**config.mk**
```make
export PLATFORM = sky130hd
export DESIGN_NAME = alu_ctrl_8bit
export DESIGN_NICKNAME = d
export VERILOG_FILES = /design/src/rtl/alu_ctrl_pkg.sv /design/src/rtl/ctrl_regfile.sv /design/src/rtl/alu_ctrl_8bit.sv
export SDC_FILE = /design/constraint.sdc
export NUM_CORES = 1
export LEC_CHECK = 0
export CAP_MARGIN = 20
export CORE_ASPECT_RATIO = 0.5
export CORE_UTILIZATION = 40
export CTS_CLUSTER_DIAMETER = 80
export DETAILED_ROUTE_END_ITERATION = 7
export PLACE_DENSITY = 0.6
export SKIP_CTS_REPAIR_TIMING = 1
export SYNTH_ARGS = -nofsm -noshare
export SYNTH_HDL_FRONTEND = slang
export SYNTH_SLANG_ARGS = --single-unit
```
**constraint.sdc**
```tcl
create_clock -name clk -period 1.6 [get_ports clk]
set_input_delay 0.32 -clock clk [delete_from_list [all_inputs] [get_ports clk]]
set_output_delay 0.32 -clock clk [all_outputs]
set_load 0.02 [all_outputs]
```
**src/rtl/alu_ctrl_pkg.sv**
```systemverilog
// Shared types and constants for the alu_8bit operand/control sequencer.
// Holds the FSM state encoding, instruction field positions and a decode helper.
package alu_ctrl_pkg;

  localparam int DATA_W   = 8;
  localparam int REG_AW   = 2;
  localparam int INSTR_W  = 16;
  localparam int NUM_REGS = 1 << REG_AW;
  localparam int SEL_W    = 3;

  // Instruction field bit positions. imm overlaps rs2 and is only meaningful for li.
  localparam int LI_BIT = 15;
  localparam int SEL_HI = 14;
  localparam int SEL_LO = 12;
  localparam int RD_HI  = 11;
  localparam int RD_LO  = 10;
  localparam int RS1_HI = 9;
  localparam int RS1_LO = 8;
  localparam int RS2_HI = 7;
  localparam int RS2_LO = 6;
  localparam int IMM_HI = 7;
  localparam int IMM_LO = 0;

  typedef enum logic [1:0] {
    IDLE = 2'd0,
    OPER = 2'd1,
    EXEC = 2'd2,
    WB   = 2'd3
  } state_e;

  typedef struct packed {
    logic              li;
    logic [SEL_W-1:0]  sel;
    logic [REG_AW-1:0] rd;
    logic [REG_AW-1:0] rs1;
    logic [REG_AW-1:0] rs2;
    logic [DATA_W-1:0] imm;
  } instr_t;

  // Split a raw instruction word into its named fields.
  function automatic instr_t decode_instr(input logic [INSTR_W-1:0] raw);
    instr_t d;
    d.li  = raw[LI_BIT];
    d.sel = raw[SEL_HI:SEL_LO];
    d.rd  = raw[RD_HI:RD_LO];
    d.rs1 = raw[RS1_HI:RS1_LO];
    d.rs2 = raw[RS2_HI:RS2_LO];
    d.imm = raw[IMM_HI:IMM_LO];
    return d;
  endfunction

endpackage

```
**src/rtl/ctrl_regfile.sv**
```systemverilog
// 4x8 register file for alu_ctrl_8bit: one synchronous write port, two
// asynchronous read ports, plus a third debug read port when
// CTRL_DBG_PORT_EN is defined. All entries clear on synchronous reset.
module ctrl_regfile
  import alu_ctrl_pkg::*;
(
  input  logic              clk,
  input  logic              rst_n,
  input  logic              wr_en,
  input  logic [REG_AW-1:0] wr_addr,
  input  logic [DATA_W-1:0] wr_data,
  input  logic [REG_AW-1:0] rd_addr1,
  output logic [DATA_W-1:0] rd_data1,
  input  logic [REG_AW-1:0] rd_addr2,
  output logic [DATA_W-1:0] rd_data2
`ifdef CTRL_DBG_PORT_EN
  ,
  input  logic [REG_AW-1:0] rd_addr3,
  output logic [DATA_W-1:0] rd_data3
`endif
);

  logic [DATA_W-1:0] regs [NUM_REGS];

  // Register storage: clear on reset, single write per cycle otherwise.
  // NOTE: this array is only four words built from flops, so clearing it in
  // reset is cheap; a RAM-mapped array must not be reset this way.
  always_ff @(posedge clk) begin
    if (!rst_n) begin
      for (int i = 0; i < NUM_REGS; i++) begin
        regs[i] <= '0;
      end
    end else if (wr_en) begin
      regs[wr_addr] <= wr_data;
    end
  end

  assign rd_data1 = regs[rd_addr1];
  assign rd_data2 = regs[rd_addr2];

`ifdef CTRL_DBG_PORT_EN
  assign rd_data3 = regs[rd_addr3];
`endif

endmodule

```
**src/rtl/alu_ctrl_8bit.sv**
```systemverilog
// Operand/control sequencer sitting directly upstream of alu_8bit.
// Accepts one 16-bit instruction at a time over valid/ready, feeds registered
// operands to the ALU, and writes the result and flags back.
// Optional feature macro: CTRL_DBG_PORT_EN adds a read-only register peek port
// (dbg_addr / dbg_data).
module alu_ctrl_8bit
  import alu_ctrl_pkg::*;
(
  input  logic               clk,
  input  logic               rst_n,
  input  logic [INSTR_W-1:0] instr,
  input  logic               instr_valid,
  output logic               instr_ready,
  output logic [DATA_W-1:0]  alu_a,
  output logic [DATA_W-1:0]  alu_b,
  output logic [SEL_W-1:0]   alu_sel,
  input  logic [DATA_W-1:0]  alu_result,
  input  logic               alu_carry,
  output logic               carry_flag,
  output logic               zero_flag,
  output logic               done
`ifdef CTRL_DBG_PORT_EN
  ,
  input  logic [REG_AW-1:0]  dbg_addr,
  output logic [DATA_W-1:0]  dbg_data
`endif
);

  state_e            state;
  state_e            state_nxt;
  instr_t            ir;
  logic [DATA_W-1:0] res_q;
  logic              carry_q;
  logic              accept;
  logic [DATA_W-1:0] rs1_data;
  logic [DATA_W-1:0] rs2_data;
  logic              wr_en;
  logic [DATA_W-1:0] wr_data;

  assign instr_ready = (state == IDLE);
  assign accept      = instr_valid && instr_ready;

  // Retire pulse; masked while reset is asserted so an in-flight WB never reports.
  assign done    = (state == WB) && rst_n;
  assign wr_en   = (state == WB);
  assign wr_data = ir.li ? ir.imm : res_q;

  // State register.
  // NOTE: clocked state always uses non-blocking assignments so every flop
  // samples the pre-edge values regardless of statement order.
  always_ff @(posedge clk) begin
    if (!rst_n) begin
      state <= IDLE;
    end else begin
      state <= state_nxt;
    end
  end

  // Next-state logic: li skips straight to write-back, ALU ops take OPER and EXEC.
  // NOTE: state_nxt gets a default before the case so no path leaves it
  // unassigned, which would otherwise infer a latch.
  always_comb begin
    state_nxt = state;
    case (state)
      IDLE: begin
        if (accept) begin
          state_nxt = instr[LI_BIT] ? WB : OPER;
        end
      end
      OPER:    state_nxt = EXEC;
      EXEC:    state_nxt = WB;
      WB:      state_nxt = IDLE;
      default: state_nxt = IDLE;
    endcase
  end

  // Datapath: latch instruction, drive ALU operands, capture result, update flags.
  always_ff @(posedge clk) begin
    if (!rst_n) begin
      ir         <= '0;
      alu_a      <= '0;
      alu_b      <= '0;
      alu_sel    <= '0;
      res_q      <= '0;
      carry_q    <= 1'b0;
      carry_flag <= 1'b0;
      zero_flag  <= 1'b0;
    end else begin
      if (accept) begin
        ir <= decode_instr(instr);
      end
      if (state == OPER) begin
        alu_a   <= rs1_data;
        alu_b   <= rs2_data;
        alu_sel <= ir.sel;
      end
      if (state == EXEC) begin
        res_q   <= alu_result;
        carry_q <= alu_carry;
      end
      if (state == WB && !ir.li) begin
        carry_flag <= carry_q;
        zero_flag  <= (res_q == '0);
      end
    end
  end

  ctrl_regfile u_regfile (
    .clk      (clk),
    .rst_n    (rst_n),
    .wr_en    (wr_en),
    .wr_addr  (ir.rd),
    .wr_data  (wr_data),
    .rd_addr1 (ir.rs1),
    .rd_data1 (rs1_data),
    .rd_addr2 (ir.rs2),
    .rd_data2 (rs2_data)
`ifdef CTRL_DBG_PORT_EN
    ,
    .rd_addr3 (dbg_addr),
    .rd_data3 (dbg_data)
`else
`endif
  );

endmodule

```
## Word level (Yosys, flattened, before mapping)

Memories as Yosys holds them, arrays and structs flattened. A register that Yosys moved wholly into a read port is not among the register bits.
Cells that the tools add are included.

- Register bits: 34
- Latch bits: 0
- Memory bits (writable): 32
- ROM bits: 0
- Input bits: 28
- Logic and storage cells: 37
- Memories kept: 1

- Add/sub/neg operators: 0
- Multipliers: 0
- Div/mod/pow operators: 0
- Order comparisons: 0
- Equality and inequality tests: 4
- Shifts and indexed selects: 0
- Multiplexer cells: 11
- Bitwise gates (word level): 0
- Reduce and logical (&&, ||, !) cells: 9

Memories:

| memory | depth | bits a word | rd ports | clocked after memory_dff | wr ports | RTL line | source |
|---|---|---|---|---|---|---|---|
| u_regfile.regs | 4 | 8 | 2 | 2 | 4 | ctrl_regfile.sv:23 | `logic [DATA_W-1:0] regs [NUM_REGS];` |

Operators by type and width:

| operator | number |
|---|---|
| 8-bit 2-to-1 mux | 2 |
| 8-bit zero test | 1 |
| 2-bit one-hot mux with 4 select lines | 1 |
| 8-bit OR reduction | 1 |
| 2-bit 2-to-1 mux | 3 |
| 1-bit 2-to-1 mux | 5 |
| 2-bit == test (second input constant) | 2 |
| 1-bit logical AND | 3 |
| 1-bit zero test | 3 |
| 2-bit by 1-bit == test with 1-bit output (second input constant) | 1 |
| 2-bit zero test | 1 |
| 2-bit by 1-bit != test with 1-bit output (second input constant) | 1 |

## Longest topological paths before layout

- Depth in word-level cells: 6
- Mapped depth: 7
- Depth with buffers taken out: 5

## Cells and area by module

A second synthesis with hierarchy kept.

- Cell total of the unflattened synthesis: 294
- Area total of the unflattened synthesis: 3721.1 um2

Modules (own cells, without submodules):

| module | instances | cells each | area each (um2) | sequential area each (um2) |
|---|---|---|---|---|
| alu_ctrl_8bit | 1 | 197 | 2087.0 | 960.9 |
| ctrl_regfile | 1 | 97 | 1634.1 | 960.9 |

## Worst setup path after synthesis

No wires, ideal clock.

- Path type: flip-flop to flip-flop
- Start point: register state[0]
- End point: memory u_regfile.regs[2][0] (enable)
- Library setup time: 0.329 ns
- Arrival: 1.408 ns
- Data required time: 1.271 ns
- Slack: -0.138 ns
- Cell stages (with the launch flop): 6
- Path buffers: 1
- Period minus slack after synthesis: 1.738 ns
- Cells stage by stage: dfxtp_1 -> ha_1 -> and2_1 -> buf_2 -> nand3b_1 -> nand2_1

RTL lines:

| what | RTL line | source |
|---|---|---|
| start: declaration | alu_ctrl_8bit.sv:29 | `state_e state;` |
| start signal: assignment | alu_ctrl_8bit.sv:55 | `state <= state_nxt;` |
| end: declaration | ctrl_regfile.sv:23 |  |

## Worst setup path after layout

- Start point: register state[0]
- End point: output instr_ready

- Cells in the longest elaborated chain, start to end: 1

RTL lines:

| what | RTL line | source |
|---|---|---|
| 2-bit zero test | alu_ctrl_8bit.sv:40 | `assign instr_ready = (state == IDLE);` |
| end: declaration | alu_ctrl_8bit.sv:13 | `output logic instr_ready,` |

Every way passes these cells.

==> metrics.txt <==
# TYPE chip_impl_metric gauge
chip_impl_info{name="cts_tree",value="done"} 1
chip_impl_metric{name="cts_inserted_buffers",unit=""} 9
chip_impl_metric{name="gp_congestion",unit=""} 0.770
chip_impl_metric{name="floorplan.initialDensity",unit="%"} 42.6
chip_impl_metric{name="clock_skew",unit="ns"} 0.00325
chip_impl_metric{name="clock_path_buffers",unit=""} 2
chip_impl_metric{name="total_power",unit="mW"} 6.02
chip_impl_info{name="ys.flop_type",value="sky130_fd_sc_hd__dfxtp_1"} 1
chip_impl_metric{name="overflow",unit=""} 0
chip_impl_metric{name="synth.yosys.seq_area_share",unit="%"} 54.6
chip_impl_metric{name="cpPeakStageDelay",unit="ns"} 0.31
chip_impl_info{name="crit_path_end_kind",value="output port"} 1
chip_impl_info{name="crit_chain",value="buf_4 > inv_1 > ha_2 > clkbuf_2"} 1
chip_impl_metric{name="grt_max_degree",unit=""} 58
chip_impl_metric{name="synth.distinct_cells",unit=""} 26
chip_impl_metric{name="grt_usage",unit="%"} 19.5
chip_impl_metric{name="ios",unit=""} 51
chip_impl_metric{name="seq_area",unit="mm^2"} 0.00192
chip_impl_metric{name="floorplan.core_area",unit="mm^2"} 0.00826
chip_impl_metric{name="slew-limit-headroom",unit="%"} 59.4
chip_impl_metric{name="drt_first_pass_iters",unit=""} 5
chip_impl_metric{name="synthesis.yosys.warnings",unit=""} 0
chip_impl_metric{name="layoutNonFillerInstCount",unit=""} 501
chip_impl_metric{name="postLayoutCellArea",unit="mm^2"} 0.00462
chip_impl_metric{name="power.density",unit="mW/mm^2"} 1300
chip_impl_metric{name="max-cap-violations",unit=""} 0
chip_impl_metric{name="h_tree_depth_reported_by_cts",unit=""} 3
chip_impl_info{name="worstSetupPathType",value="reg2out"} 1
chip_impl_metric{name="drv_slew",unit=""} 0
chip_impl_metric{name="area_occupied_by_multi_input_gates",unit="mm^2"} 0.00149
chip_impl_metric{name="mappedNetlistArea",unit="mm^2"} 0.00352
chip_impl_metric{name="post_synth.cell_area_avg",unit="um^2"} 11.0
chip_impl_metric{name="postLayoutCoreUtil",unit="%"} 56.0
chip_impl_metric{name="max_freq",unit="MHz"} 617
chip_impl_metric{name="setup_slack_of_the_critical_path_after_layout",unit="ns"} -0.0206
chip_impl_info{name="grt_setup_unrepaired",value="yes"} 1
chip_impl_metric{name="period_share",unit="%"} 101
chip_impl_metric{name="final_nets",unit=""} 417
chip_impl_info{name="worst_path_max_delay_cell",value="sky130_fd_sc_hd__dfxtp_1"} 1
chip_impl_info{name="result_of_the_run",value="complete, but fails checks"} 1
chip_impl_metric{name="port_buffers",unit=""} 50
chip_impl_metric{name="ys_seq_elements",unit=""} 80
chip_impl_metric{name="cts.reportedPaths.clkPinSlew",unit="ns"} 0.06
chip_impl_metric{name="worst-endpoint-arrival",unit="ns"} 1.30
chip_impl_metric{name="finalHoldViolations",unit=""} 0
chip_impl_metric{name="nFillCells",unit=""} 708
chip_impl_metric{name="antenna_cells_inserted",unit=""} 0
chip_impl_metric{name="routedWlPerCell",unit="um"} 16.2
chip_impl_metric{name="ys_async_sr_fraction",unit="%"} 0
chip_impl_metric{name="syn-num-nets",unit=""} 353
chip_impl_metric{name="synth-edff-count",unit=""} 32
chip_impl_metric{name="vias_in_the_first_global_route",unit=""} 2629
chip_impl_metric{name="insertion_delay",unit="ns"} 0.33
chip_impl_metric{name="vias_per_cell",unit=""} 5.06
chip_impl_info{name="failed_checks",value="negative setup slack"} 1
chip_impl_metric{name="post_place_instance_area",unit="mm^2"} 0.00427
chip_impl_metric{name="layout-area-overhead-vs-synth",unit="%"} 31.3
chip_impl_metric{name="netlist_instances",unit=""} 320
chip_impl_metric{name="crit_fanout",unit=""} 4
chip_impl_metric{name="ir_drop",unit="mV"} 1.08
chip_impl_metric{name="drt_drc_violations_left",unit=""} 0
chip_impl_metric{name="layout-drive-gt1-share",unit="%"} 13.1
chip_impl_metric{name="place.detailed.hpwl",unit="mm"} 5.53
chip_impl_metric{name="global_route_wire_length_before_repair",unit="mm"} 13.1
chip_impl_metric{name="wirelength",unit="mm"} 8.13
chip_impl_metric{name="chipHeight",unit="um"} 68.4
chip_impl_info{name="root_buffer",value="sky130_fd_sc_hd__clkbuf_16"} 1
chip_impl_metric{name="final-setup-viol-count",unit=""} 1
chip_impl_metric{name="drtAntennaViolNets",unit=""} 0
chip_impl_info{name="cp-start-kind",value="flip-flop"} 1
chip_impl_metric{name="final_period_minus_worst_setup_slack",unit="ns"} 1.62
chip_impl_metric{name="drt_first_iter_violations",unit=""} 150
chip_impl_metric{name="grt_antenna_before_repair",unit=""} 0
chip_impl_metric{name="post-place-cells",unit=""} 485
chip_impl_metric{name="timing.hold.ws",unit="ns"} 0.461
chip_impl_metric{name="die-area",unit="mm^2"} 0.00921
chip_impl_metric{name="placementRows",unit=""} 23
chip_impl_metric{name="vias",unit=""} 2533
chip_impl_metric{name="clk_sink_count",unit=""} 80
chip_impl_metric{name="die_width",unit="um"} 135
chip_impl_metric{name="cp.required",unit="ns"} 1.28
chip_impl_info{name="holdCritPathClass",value="reg2reg"} 1
chip_impl_metric{name="leakage_power_figure",unit="nW"} 2.05
chip_impl_metric{name="worst_pin_slew",unit="ns"} 0.609
==> area by class of cell <==
| class | instances | share of cell area, % |
|---|---|---|
| clock inverter | 4 | 0.920 |
| tap | 112 | 3.03 |
| timing repair buffer | 72 | 15.9 |
| inverter | 10 | 0.812 |
| clock buffer | 12 | 5.55 |
| multi-input combinational | 211 | 32.2 |
| sequential | 80 | 41.6 |
==> flip-flops by register name, summed over array words and instances (netlist names) <==
register / count
u_regfile.regs: 32
alu_a: 8
carry_q: 1
zero_flag: 1
carry_flag: 1
state: 2
res_q: 8
ir: 16
alu_b: 8
alu_sel: 3
==> cells by family (layout without fill, tap and decap cells) <==
logic type | count (synthesis) | after routing | synth area share [%]
AND/OR/NAND/NOR | 117 | 117 | 16.3
flip-flops | 80 | 80 | 54.6
multiplexers | 54 | 54 | 15.6
AO/OA/AOI/OAI | 35 | 35 | 8.10
buffers and inverters | 29 | 98 | 3.66
adder cells (fa/ha/maj) | 5 | 5 | 1.78
==> critical path: cells and delay by family, from the launching register on <==
family	cells	cell delay (ns)
adders and majority gates	1	0.23
buffers and inverters	3	0.43
DFF	1	0.31
==> cells in the final DEF (no fill, tap or decap), types with 2 or more instances in the layout <==
master	count
sky130_fd_sc_hd__dfxtp_1	48
sky130_fd_sc_hd__nand2_1	46
sky130_fd_sc_hd__mux2i_1	46
sky130_fd_sc_hd__edfxtp_1	32
sky130_fd_sc_hd__clkdlybuf4s50_1	26
sky130_fd_sc_hd__nor2_1	25
sky130_fd_sc_hd__dlymetal6s2s_1	21
sky130_fd_sc_hd__nand3b_1	20
sky130_fd_sc_hd__buf_4	18
sky130_fd_sc_hd__o221ai_1	16
sky130_fd_sc_hd__a21boi_0	15
sky130_fd_sc_hd__nor2b_1	14
sky130_fd_sc_hd__inv_1	10
sky130_fd_sc_hd__clkbuf_16	9
sky130_fd_sc_hd__mux2_2	8
sky130_fd_sc_hd__ha_1	4
sky130_fd_sc_hd__nand3_1	3
sky130_fd_sc_hd__o211a_1	2
sky130_fd_sc_hd__nor4_1	2
sky130_fd_sc_hd__clkinv_1	2
sky130_fd_sc_hd__clkbuf_8	2
sky130_fd_sc_hd__clkbuf_2	2
sky130_fd_sc_hd__buf_12	2
sky130_fd_sc_hd__buf_6	2
==> power by group <==
group	switching, mW	total [mW]	internal (mW)
combinational	0.760	1.49	0.729
sequential	0.150	2.50	2.35
clock	0.755	2.04	1.28
==> final timing paths <==
kind / from / to / slack [ns] / cells past startpoint
setup / recovery: state[0] / instr_ready / -0.02 / 4
hold / removal: ir[1] / ir[1] / 0.46 / 2
setup reg to reg: state[1] / alu_a[3] / 0.05 / 7
hold reg to reg: ir[1] / ir[1] / 0.46 / 2
==> stage by stage <==
step | setup WS (ns) | setup TNS (ns)
after floorplan | 0.00580 | 0
after global placement | -0.122 | -0.446
after detailed placement | -0.141 | -0.880
after CTS | -0.505 | -2.18
after global routing | -0.0837 | -1.24
final | -0.0206 | -0.0206
==> cells in the mapped netlist (all sizes together) (2+ instances only) <==
cell     n  share of area [%]
dfxtp   48                 27
edfxtp  32                 27
nor4     2               0.36
clkbuf   7               0.78
nand2   48                5.1
nor2    25                2.7
and2     2               0.36
a21boi  16                3.4
nand3b  20                4.3
mux2     8                2.6
nor2b   14                2.5
inv     10                1.1
nand3    3               0.43
ha       5                1.8
o221ai  16                4.0
buf     12                1.8
mux2i   46                 13
o211a    2               0.57
==> metal layers <==
layer | routed length, um | GRT usage (%) | vias up
met5 | 0 | 0 | -
met4 | 89 | 7.16 | 0
met3 | 244 | 5.19 | 10
met2 | 3770 | 32.3 | 43
met1 | 4030 | 24.8 | 1216
li1 | - | - | 1264
Power figures use the tool's default switching activity.
